--- src/rtl/alu_pkg.sv ---
// -----------------------------------------------------------------------------
// alu_pkg
// Shared definitions for the execute-stage ALU.
//   - alu_op_t   : named 4-bit control words (ALU_cont encodings)
//   - AINV_BIT / BINV_BIT : bit positions of Ainvert / Binvert in ALU_cont
//   - OP_*       : codes carried on ALU_cont[1:0] (result select)
// -----------------------------------------------------------------------------
package alu_pkg;

    localparam int AINV_BIT = 3;
    localparam int BINV_BIT = 2;

    localparam logic [1:0] OP_AND = 2'b00;
    localparam logic [1:0] OP_OR  = 2'b01;
    localparam logic [1:0] OP_ADD = 2'b10;
    localparam logic [1:0] OP_SLT = 2'b11;

    // Named encodings; any other 4-bit code is still legal and simply follows
    // the invert/select rule.
    typedef enum logic [3:0] {
        ALU_AND  = 4'b0000,
        ALU_OR   = 4'b0001,
        ALU_ADD  = 4'b0010,
        ALU_SUB  = 4'b0110,
        ALU_SLT  = 4'b0111,
        ALU_SLTR = 4'b1011,
        ALU_NOR  = 4'b1100,
        ALU_NAND = 4'b1101
    } alu_op_t;

endpackage

--- src/rtl/alu_1bit.sv ---
// -----------------------------------------------------------------------------
// alu_1bit
// One bit slice of the ripple ALU.
//   a, b     : operand bits
//   ainv     : invert a before use
//   binv     : invert b before use
//   cin      : carry in from the next-lower slice (or the ALU carry-in)
//   less     : value selected by op 11 (only slice 0 receives a non-zero value)
//   op       : result select (AND / OR / ADD / SLT)
//   res      : selected result bit
//   cout     : full-adder carry out
//   set      : full-adder sum bit, consumed at the MSB to build the SLT value
// -----------------------------------------------------------------------------
module alu_1bit
    import alu_pkg::*;
(
    input  logic       a,
    input  logic       b,
    input  logic       ainv,
    input  logic       binv,
    input  logic       cin,
    input  logic       less,
    input  logic [1:0] op,
    output logic       res,
    output logic       cout,
    output logic       set
);

    logic a_p;
    logic b_p;
    logic sum;

    assign a_p  = ainv ? ~a : a;
    assign b_p  = binv ? ~b : b;
    assign sum  = a_p ^ b_p ^ cin;

    // The carry is kept out of the result mux so that the carry chain never
    // depends on 'less', which is itself derived from the top of the chain.
    assign cout = (a_p & b_p) | (cin & (a_p ^ b_p));
    assign set  = sum;

    always_comb begin
        // NOTE: default assigned first so every path drives res and no latch is inferred.
        res = 1'b0;
        case (op)
            OP_AND:  res = a_p & b_p;
            OP_OR:   res = a_p | b_p;
            OP_ADD:  res = sum;
            OP_SLT:  res = less;
            default: res = 1'b0;
        endcase
    end

endmodule

--- src/rtl/alu_8bit.sv ---
// -----------------------------------------------------------------------------
// alu_8bit
// Execute-stage ALU: AND / OR / ADD / SUB / SLT and inverted-operand variants
// on two WIDTH-bit two's complement operands, built from a ripple chain of
// alu_1bit slices. Result and flags are registered (one cycle latency, a new
// operation every cycle).
//   clk      : clock, rising edge
//   rst_n    : asynchronous active-low reset
//   A, B     : operands
//   ALU_cont : [3] Ainvert, [2] Binvert, [1:0] result select
//   Cin      : adder carry-in, used exactly as given
//   X        : registered result
//   Cout     : registered MSB carry of the adder (valid for every op)
//   Zero     : registered X == 0
//   Ovf      : registered signed overflow of the adder (only when the
//              ALU_OVERFLOW_EN macro is defined)
// Configuration macro: ALU_OVERFLOW_EN
// -----------------------------------------------------------------------------
module alu_8bit
    import alu_pkg::*;
#(
    parameter int WIDTH = 8
) (
    input  logic             clk,
    input  logic             rst_n,
    input  logic [WIDTH-1:0] A,
    input  logic [WIDTH-1:0] B,
    input  logic [3:0]       ALU_cont,
    input  logic             Cin,
    output logic [WIDTH-1:0] X,
    output logic             Cout,
    output logic             Zero
`ifdef ALU_OVERFLOW_EN
    ,
    output logic             Ovf
`endif
);

    logic [WIDTH-1:0] x_d;
    logic             cout_d;
    logic             ovf_d;
    logic             slt_less;
    logic [WIDTH-2:0] unused_set;

    // Each slice keeps its own carry/result nets so the ripple chain and the
    // SLT feedback into slice 0 form no combinational loop at signal level.
    for (genvar i = 0; i < WIDTH; i++) begin : g_bit
        logic c_in;
        logic c_out;
        logic less;
        logic res;
        logic set;

        if (i == 0) begin : g_first
            assign c_in = Cin;
            assign less = slt_less;
        end else begin : g_rest
            assign c_in = g_bit[i-1].c_out;
            assign less = 1'b0;
        end

        alu_1bit u_slice (
            .a    (A[i]),
            .b    (B[i]),
            .ainv (ALU_cont[AINV_BIT]),
            .binv (ALU_cont[BINV_BIT]),
            .cin  (c_in),
            .less (less),
            .op   (ALU_cont[1:0]),
            .res  (res),
            .cout (c_out),
            .set  (set)
        );

        assign x_d[i] = res;

        // Only the MSB sum bit is meaningful for SLT.
        if (i < WIDTH-1) begin : g_unused_set
            assign unused_set[i] = set;
        end
    end

    assign cout_d   = g_bit[WIDTH-1].c_out;
    // Carry into and out of the MSB differ exactly when the signed sum
    // overflows (same-sign operands producing an opposite-sign sum).
    assign ovf_d    = g_bit[WIDTH-1].c_in ^ g_bit[WIDTH-1].c_out;
    // Sign of the true (infinite-precision) sum: corrects SLT on overflow.
    assign slt_less = g_bit[WIDTH-1].set ^ ovf_d;

    logic [WIDTH-1:0] x_q;
    logic             cout_q;
    logic             zero_q;

    always_ff @(posedge clk or negedge rst_n) begin
        if (!rst_n) begin
            // NOTE: state registers use non-blocking assignments so every flop samples pre-edge values.
            x_q    <= '0;
            cout_q <= 1'b0;
            zero_q <= 1'b1;
        end else begin
            x_q    <= x_d;
            cout_q <= cout_d;
            zero_q <= ~|x_d;
        end
    end

    assign X    = x_q;
    assign Cout = cout_q;
    assign Zero = zero_q;

`ifdef ALU_OVERFLOW_EN
    logic ovf_q;

    always_ff @(posedge clk or negedge rst_n) begin
        if (!rst_n) begin
            ovf_q <= 1'b0;
        end else begin
            ovf_q <= ovf_d;
        end
    end

    assign Ovf = ovf_q;
`endif

endmodule

--- config.mk ---
export PLATFORM = sky130hd
export DESIGN_NAME = alu_8bit
export DESIGN_NICKNAME = d
export VERILOG_FILES = /design/src/rtl/alu_pkg.sv /design/src/rtl/alu_1bit.sv /design/src/rtl/alu_8bit.sv
export SDC_FILE = /design/constraint.sdc
export NUM_CORES = 1
export LEC_CHECK = 0
export CORE_MARGIN = 5
export CORE_UTILIZATION = 46
export DETAILED_ROUTE_END_ITERATION = 10
export GPL_TIMING_DRIVEN = 0
export PLACE_DENSITY_LB_ADDON = 0.1
export RECOVER_POWER = 50
export SYNTH_ARGS = -nofsm -noshare
export SYNTH_HDL_FRONTEND = slang
export SYNTH_SLANG_ARGS = --single-unit
--- constraint.sdc ---
create_clock -name clk -period 0.8 [get_ports clk]
set_input_delay 0.16 -clock clk [delete_from_list [all_inputs] [get_ports clk]]
set_output_delay 0.16 -clock clk [all_outputs]
set_load 0.02 [all_outputs]
==> run_results.csv <==
group,metric,value,unit
run_status,outcome,"finished, violations left",
run_status,violations,"negative setup slack",
global_routing,via_count_of_the_first_global_routing_pass,1025,
clocking,cts.htree.levels,1,
yosys,yosysUniqueCellTypes,17,
yosys,synth_commonest_cells,"sky130_fd_sc_hd__inv_1, sky130_fd_sc_hd__ha_1, sky130_fd_sc_hd__xor2_1",
cells_and_area,final_layout_size_suffix_gt1_share,44.6,%
die,num_rows,17,
detailed_routing,vias_per_cell,4.88,
yosys,post_synth_inst_count,95,
clocking,tritoncts,"done",
yosys,syn_avg_cell_area,11.1,um^2
timing,min_cycle_time_layout,4.11,ns
timing,finalSetupViolations,20,
yosys,synth_largest_type_area_fraction,21.5,%
die,design.die.area,3340,um^2
yosys,synth_seq_area_share,24.0,%
detailed_routing,detail_route.iter0.violations,6,
detailed_routing,first_pass_iters,4,
hold_path,hold-path-cell-count,2,
timing,setup-tns-final,-21.68,ns
timing,tightestPinTransition,0.405,ns
detailed_routing,remaining_drc_errors,0,
place,place_congestion,0.780,
yosys,yosysMostFrequentCell,"sky130_fd_sc_hd__inv_1",
yosys,asyncSetResetFlopFracSynth,100,%
clocking,clk_pin_slew_worst_paths,0.06,ns
timing,maxSlewHeadroom,72.9,%
timing,hold-worst-slack,0.168,ns
place,dp.final_hpwl,1.65,mm
yosys,synth-edff-count,0,
setup_path,crit_start,"B[1]",
cells_and_area,num-nets-final,206,
die,initial_utilization,47.9,%
timing,grt_setup_unrepaired,"yes",
cells_and_area,area_delta_synth_final,67.1,%
yosys,combinational_family_with_the_most_area_after_synthesis,"adder cells",
setup_path,cp-start-kind,"input pin",
timing,clock.fmax,243,MHz
yosys,netlist.top_cell.by_area,"sky130_fd_sc_hd__dfrtp_1",
clocking,cts.path.max_buffers,2,
detailed_routing,drt-wirelength-per-cell,14.4,um
pwr,cellPowerDensity,1420,nW/um^2
yosys,xor_xnor_share_of_the_synthesized_area,13.3,%
die,die_height,57.8,um
die,pin_count,33,
global_routing,grt_pass1_wl,4.35,mm
clocking,root_buffer,"sky130_fd_sc_hd__clkbuf_4",
yosys,synth.net_count,143,
yosys,synth_compound_gate_area_share,4.17,%
place,port-buffer-count,28,
setup_path,critical_path.cell_chain,"clkdlybuf4s50_1 -> xor2_2 -> fa_2 -> fa_2 -> inv_2 -> fa_2 -> inv_2 -> fa_2 -> fa_2 -> fa_2 -> fa_2 -> mux2i_1 -> o22ai_1 -> or4_4 -> nor4b_2",
yosys,adder_cell_share_of_the_synthesized_area,36.2,%
timing,timing.final.crit_share,514,%
setup_path,timing.critical_path.slowest_cell_delay,0.49,ns
yosys,netlist_area,1050,um^2
setup_path,critical_path.most_common_cell,"sky130_fd_sc_hd__fa_2",
yosys,multiplexer_share_of_the_synthesized_area,8.82,%
cells_and_area,antennaDiodeCount,0,
clocking,cts_buffers,3,
pwr,vdd.ir_drop.worst,0.000953,V
setup_path,critical_path_arrival,4.30,ns
setup_path,critical_path.max_fanout,3,
run,timing.max_cap.violations,0,
die,core,2190,um^2
clocking,clkSinkCount,10,
setup_path,worstPathRequired,0.99,ns
pwr,total_leakage_power,0.000894,uW
hold_path,hold_path_startpoint,"ALU_cont[0]",
yosys,yosys.area_share.simple,3.46,%
hold_path,min_to,"X[4]$_DFF_PN0_",
detailed_routing,via_count,903,
global_routing,grt_overflow_total,0,
global_routing,grt.total_usage,17.3,%
global_routing,grt_max_degree,11,
setup_path,critical-path-slowest-cell,"sky130_fd_sc_hd__or4_4",
detailed_routing,ant_nets,0,
yosys,netlist_top_cells_area,"sky130_fd_sc_hd__dfrtp_1, sky130_fd_sc_hd__ha_1, sky130_fd_sc_hd__fa_1",
detailed_routing,routed_wirelength,2.66,mm
setup_path,worstSetupEndpointType,"flop",
yosys,synth_flop_type,"sky130_fd_sc_hd__dfrtp_1",
timing,hold_violations,0,
yosys,ff_latch_count_synth,10,
timing,maxSlewViolCount,0,
global_routing,number_of_antenna_violations_at_the_first_check_in_global_routing,0,
timing,setup_ws,-3.31,ns
yosys,synth.yosys.warnings,0,
hold_path,hp_class,"input pin to flop",
die,die_w,57.8,um
setup_path,timing_worst_setup_path_type,"input pin to flop",
==> placed cells by master (no fill, tap or decap), types with 2 or more instances in the layout <==
cell type | synthesis | routed
sky130_fd_sc_hd__buf_4 | 1 | 31
sky130_fd_sc_hd__inv_1 | 21 | 17
sky130_fd_sc_hd__ha_1 | 16 | 16
sky130_fd_sc_hd__buf_6 | 1 | 13
sky130_fd_sc_hd__clkdlybuf4s50_1 | 0 | 13
sky130_fd_sc_hd__xor2_1 | 13 | 11
sky130_fd_sc_hd__dfrtp_1 | 9 | 9
sky130_fd_sc_hd__fa_2 | 0 | 8
sky130_fd_sc_hd__mux2i_1 | 7 | 7
sky130_fd_sc_hd__o22ai_1 | 7 | 7
sky130_fd_sc_hd__inv_2 | 0 | 4
sky130_fd_sc_hd__clkbuf_4 | 0 | 3
sky130_fd_sc_hd__clkbuf_16 | 0 | 2
sky130_fd_sc_hd__dlygate4sd2_1 | 0 | 2
==> routing by layer <==
metal	part of all wire (%)	global-route usage [%]
met5	0	0
met4	3.8	12.3
met3	5.3	2.90
met2	57	33.1
met1	34	16.4
==> report_power, final <==
group / switching, uW / internal, uW
clock network: 171 / 277
registers: 37.5 / 595
logic: 653 / 761
==> how the worst max path moves through the flow <==
stage / to / slack (ns) / cells past startpoint
3_5_place_dp: Zero$_DFF_PN1_ / -4.08 / 17
5_1_grt: Zero$_DFF_PN1_ / -3.43 / 17
2_1_floorplan: Zero$_DFF_PN1_ / -3.44 / 17
4_1_cts: Zero$_DFF_PN1_ / -3.37 / 17
6_report: Zero$_DFF_PN1_ / -3.31 / 15
3_3_place_gp: Zero$_DFF_PN1_ / -4.03 / 17
==> registers in the layout (all words and copies together), names as in the netlist <==
name	count
Cout	1
Zero	1
X	8
==> through the flow <==
step                power (uW)  worst slack (ns)  instance area (um^2)  std cells  utilization, %
global route              2660             -3.43                  1750        185            80.1
finish                    2490             -3.31                  1750        185            80.1
CTS                       2410             -3.37                  1690        178            77.1
detailed placement        1740             -4.08                  1440        151            65.7
global placement          1690             -4.03                  1440        151            65.7
floorplan                 1320             -3.44                  1120         95               -
==> final cells by class <==
cell class / count / area [um^2]
repair buffers: 58 / 518
inverters: 21 / 78.8
multi-input cells: 60 / 766
plain buffers: 4 / 68.8
flip-flops and latches: 10 / 251
clock buffers: 4 / 36.3
fillers: 143 / 437
well taps: 28 / 35.0
==> critical path, delay by kind of cell <==
kind / cells / cell delay (ns)
AND/OR/NAND/NOR: 2 / 0.71
buffers and inverters: 3 / 0.55
AO/OA/AOI/OAI: 1 / 0.11
multiplexers: 1 / 0.15
XOR/XNOR: 1 / 0.21
adder cells (fa/ha/maj): 7 / 2.41
==> kinds of logic (layout without fill, tap and decap cells) <==
| logic type | Yosys count | count (layout) |
|---|---|---|
| compound gates | 7 | 7 |
| flops | 10 | 10 |
| simple gates | 4 | 4 |
| xor+xnor | 16 | 16 |
| mux | 8 | 8 |
| buf+inv | 25 | 87 |
| fa+ha+maj | 25 | 25 |
==> timing repair <==
| item | CTS | global route |
|---|---|---|
| pin swaps | 6 | 7 |
| endpoints found under the setup margin | 20 | 20 |
| buffers inserted | 23 | 7 |
| resized for setup | 77 | 4 |
| hold buffers | 0 | 0 |
Note: power is estimated with default switching activity, not from simulation.
==> patch (same flow settings) <==
Register the inputs `A`, `B`, `ALU_cont` and `Cin` before use, cleared by the reset. The logic sees them one clock later.
--- a/src/rtl/alu_8bit.sv
+++ b/src/rtl/alu_8bit.sv
@@ -37,4 +37,23 @@
 );
 
+    logic [WIDTH-1:0] A_q;
+    logic [WIDTH-1:0] B_q;
+    logic [3:0] ALU_cont_q;
+    logic Cin_q;
+
+    always_ff @(posedge clk or negedge rst_n) begin
+        if (!rst_n) begin
+            A_q        <= '0;
+            B_q        <= '0;
+            ALU_cont_q <= '0;
+            Cin_q      <= '0;
+        end else begin
+            A_q        <= A;
+            B_q        <= B;
+            ALU_cont_q <= ALU_cont;
+            Cin_q      <= Cin;
+        end
+    end
+
     logic [WIDTH-1:0] x_d;
     logic             cout_d;
@@ -53,5 +72,5 @@
 
         if (i == 0) begin : g_first
-            assign c_in = Cin;
+            assign c_in = Cin_q;
             assign less = slt_less;
         end else begin : g_rest
@@ -61,11 +80,11 @@
 
         alu_1bit u_slice (
-            .a    (A[i]),
-            .b    (B[i]),
-            .ainv (ALU_cont[AINV_BIT]),
-            .binv (ALU_cont[BINV_BIT]),
+            .a    (A_q[i]),
+            .b    (B_q[i]),
+            .ainv (ALU_cont_q[AINV_BIT]),
+            .binv (ALU_cont_q[BINV_BIT]),
             .cin  (c_in),
             .less (less),
-            .op   (ALU_cont[1:0]),
+            .op   (ALU_cont_q[1:0]),
             .res  (res),
             .cout (c_out),
Function: changed (a bounded check fails within 4 cycles, from zero or initial values and one cycle with rst_n low).
==> patch against the original RTL <==
The run ends with hold timing, setup timing left; setup slack worse by 0.37 ns; area after synthesis up 50%; count of clock-buffer cells in the layout grew 4; sequential power increased to 2.8 times the old value; sequential cell count grew 21; cell area is 25% higher; power grew 59%; routed wire length decreased by 6.8%.
==> patch: results (changes against the original RTL) <==
| Metric | Value |
|---|---|
| Status | finished with violations |
| Failing checks | hold timing, setup timing |
| Layout area overhead | 39.3% |
| Nets | 214 (+3.9%) |
| Pre-Repair DR Iteration Count | 2 (-2) |
| Routed wire length per instance | 11.6 µm (-19%) |
| Post_cts resized | 66 (-14%) |
| Critical path fanouts, max | 7 (+4) |
| Number of CTS-inserted buffers | 5 (+2) |
| Largest net degree at the start of global routing | 32 (+21) |
| Post-route setup slack | -3.68 ns (-0.372 ns) |
| Max incr delay on CP | 0.43 ns (-0.06 ns) |
| Total GRT Usage | 12.6% (-4.7 points) |
| Count of final hold-check violations | 30 (+30) |
| Post-CTS Setup Bufs | 3 (-87%) |
| FF/Latch Area | 778 µm² (+210%) |
| Clock buf count | 8 (+4) |
| Vias in the first global route | 969 (-5.5%) |
| Multi-input gate share of total cell area | 34.2% (-9.5 points) |
| Via count | 940 (+4.1%) |
| Syn_nets | 164 (+15%) |
| H-tree depth | 2 (+1) |
| Register area share after synthesis | 49.3% (+25 points) |
| Setup violators final | 20 (unchanged) |
| DR iter-0 viols | 37 (+31) |
| Die Wd | 68.5 µm (+19%) |
| NonClk Buf Share | 21.0% (-12 points) |
| Port Buffers | 32 (+14%) |
| Ranking of synthesized cells by area | dfrtp_1 48%, ha_1 13%, fa_1 11%, xor2_1 7.2%, inv_1 5.0% |
| Hold WC Path Type | primary input to asynchronous set/reset pin |
| Clk tree area frac | 3.14% (+1.1 points) |
| Lkg Pwr | 1.06 nW (+19%) |
| Peak supply drop | 1.15 mV (+21%) |
| Worst-path clk slew | 0.09 ns (+0.03 ns) |
| Final HPWL DP | 1870 µm (+13%) |
| Fill count | 266 (+86%) |
| Commonest cells in the netlist | 30 x dfrtp_1, 21 x inv_1, 16 x ha_1 |
| Hold slack | -0.0292 ns (-0.198 ns) |
| WP data arrival | 4.72 ns (+0.42 ns) |
## patch: worst max-delay path by stage
stage / depth (start not counted) / endpoint / slack (ns) / from
after floorplan: 17 / Zero$_DFF_PN1_ / -3.60 / ALU_cont_q[3]$_DFF_PN0_
after global placement: 16 / Zero$_DFF_PN1_ / -3.79 / ALU_cont_q[2]$_DFF_PN0_
after detailed placement: 17 / Zero$_DFF_PN1_ / -3.82 / ALU_cont_q[3]$_DFF_PN0_
after CTS: 17 / Zero$_DFF_PN1_ / -3.75 / ALU_cont_q[3]$_DFF_PN0_
after global routing: 16 / Zero$_DFF_PN1_ / -3.82 / ALU_cont_q[3]$_DFF_PN0_
final: 16 / Zero$_DFF_PN1_ / -3.68 / ALU_cont_q[2]$_DFF_PN0_
## patch: routing by layer
metal  vias to the layer above  routed length [µm]  GRT usage, %
met5                         -                   0             0
met4                         0                  38          5.21
met3                         5                 183          5.67
met2                        31                1240          21.0
met1                       452                1010          13.9
li1                        452                   -             -
## patch: through the flow
stage          hold slack (ns)  cells  TNS [ns]
2_1_floorplan           -0.136    116    -23.63
3_3_place_gp             0.604    194    -55.17
3_5_place_dp             0.608    194    -56.48
4_1_cts               -0.00772    205    -27.19
5_1_grt                 0.0344    213    -28.14
6_report               -0.0292    213    -26.64
## patch: cells by family after synthesis
logic type                 count (synthesis)  share of synthesized area (%)
AOI/OAI and AO/OA                          7                           2.78
and+or+nand+nor                            4                           2.30
adders and majority gates                 25                           24.1
DFF                                       31                           49.3
xor gates and xnor gates                  16                           8.90
muxes                                      8                           5.88
buffers and inverters                     25                           6.67
## patch: where the power goes
part           switching (W)  internal [W]  leakage [nW]
Sequential         0.0000699       0.00171         0.365
Clock               0.000482      0.000516        0.0386
Combinational       0.000579      0.000620         0.660
Total                0.00113       0.00285          1.06
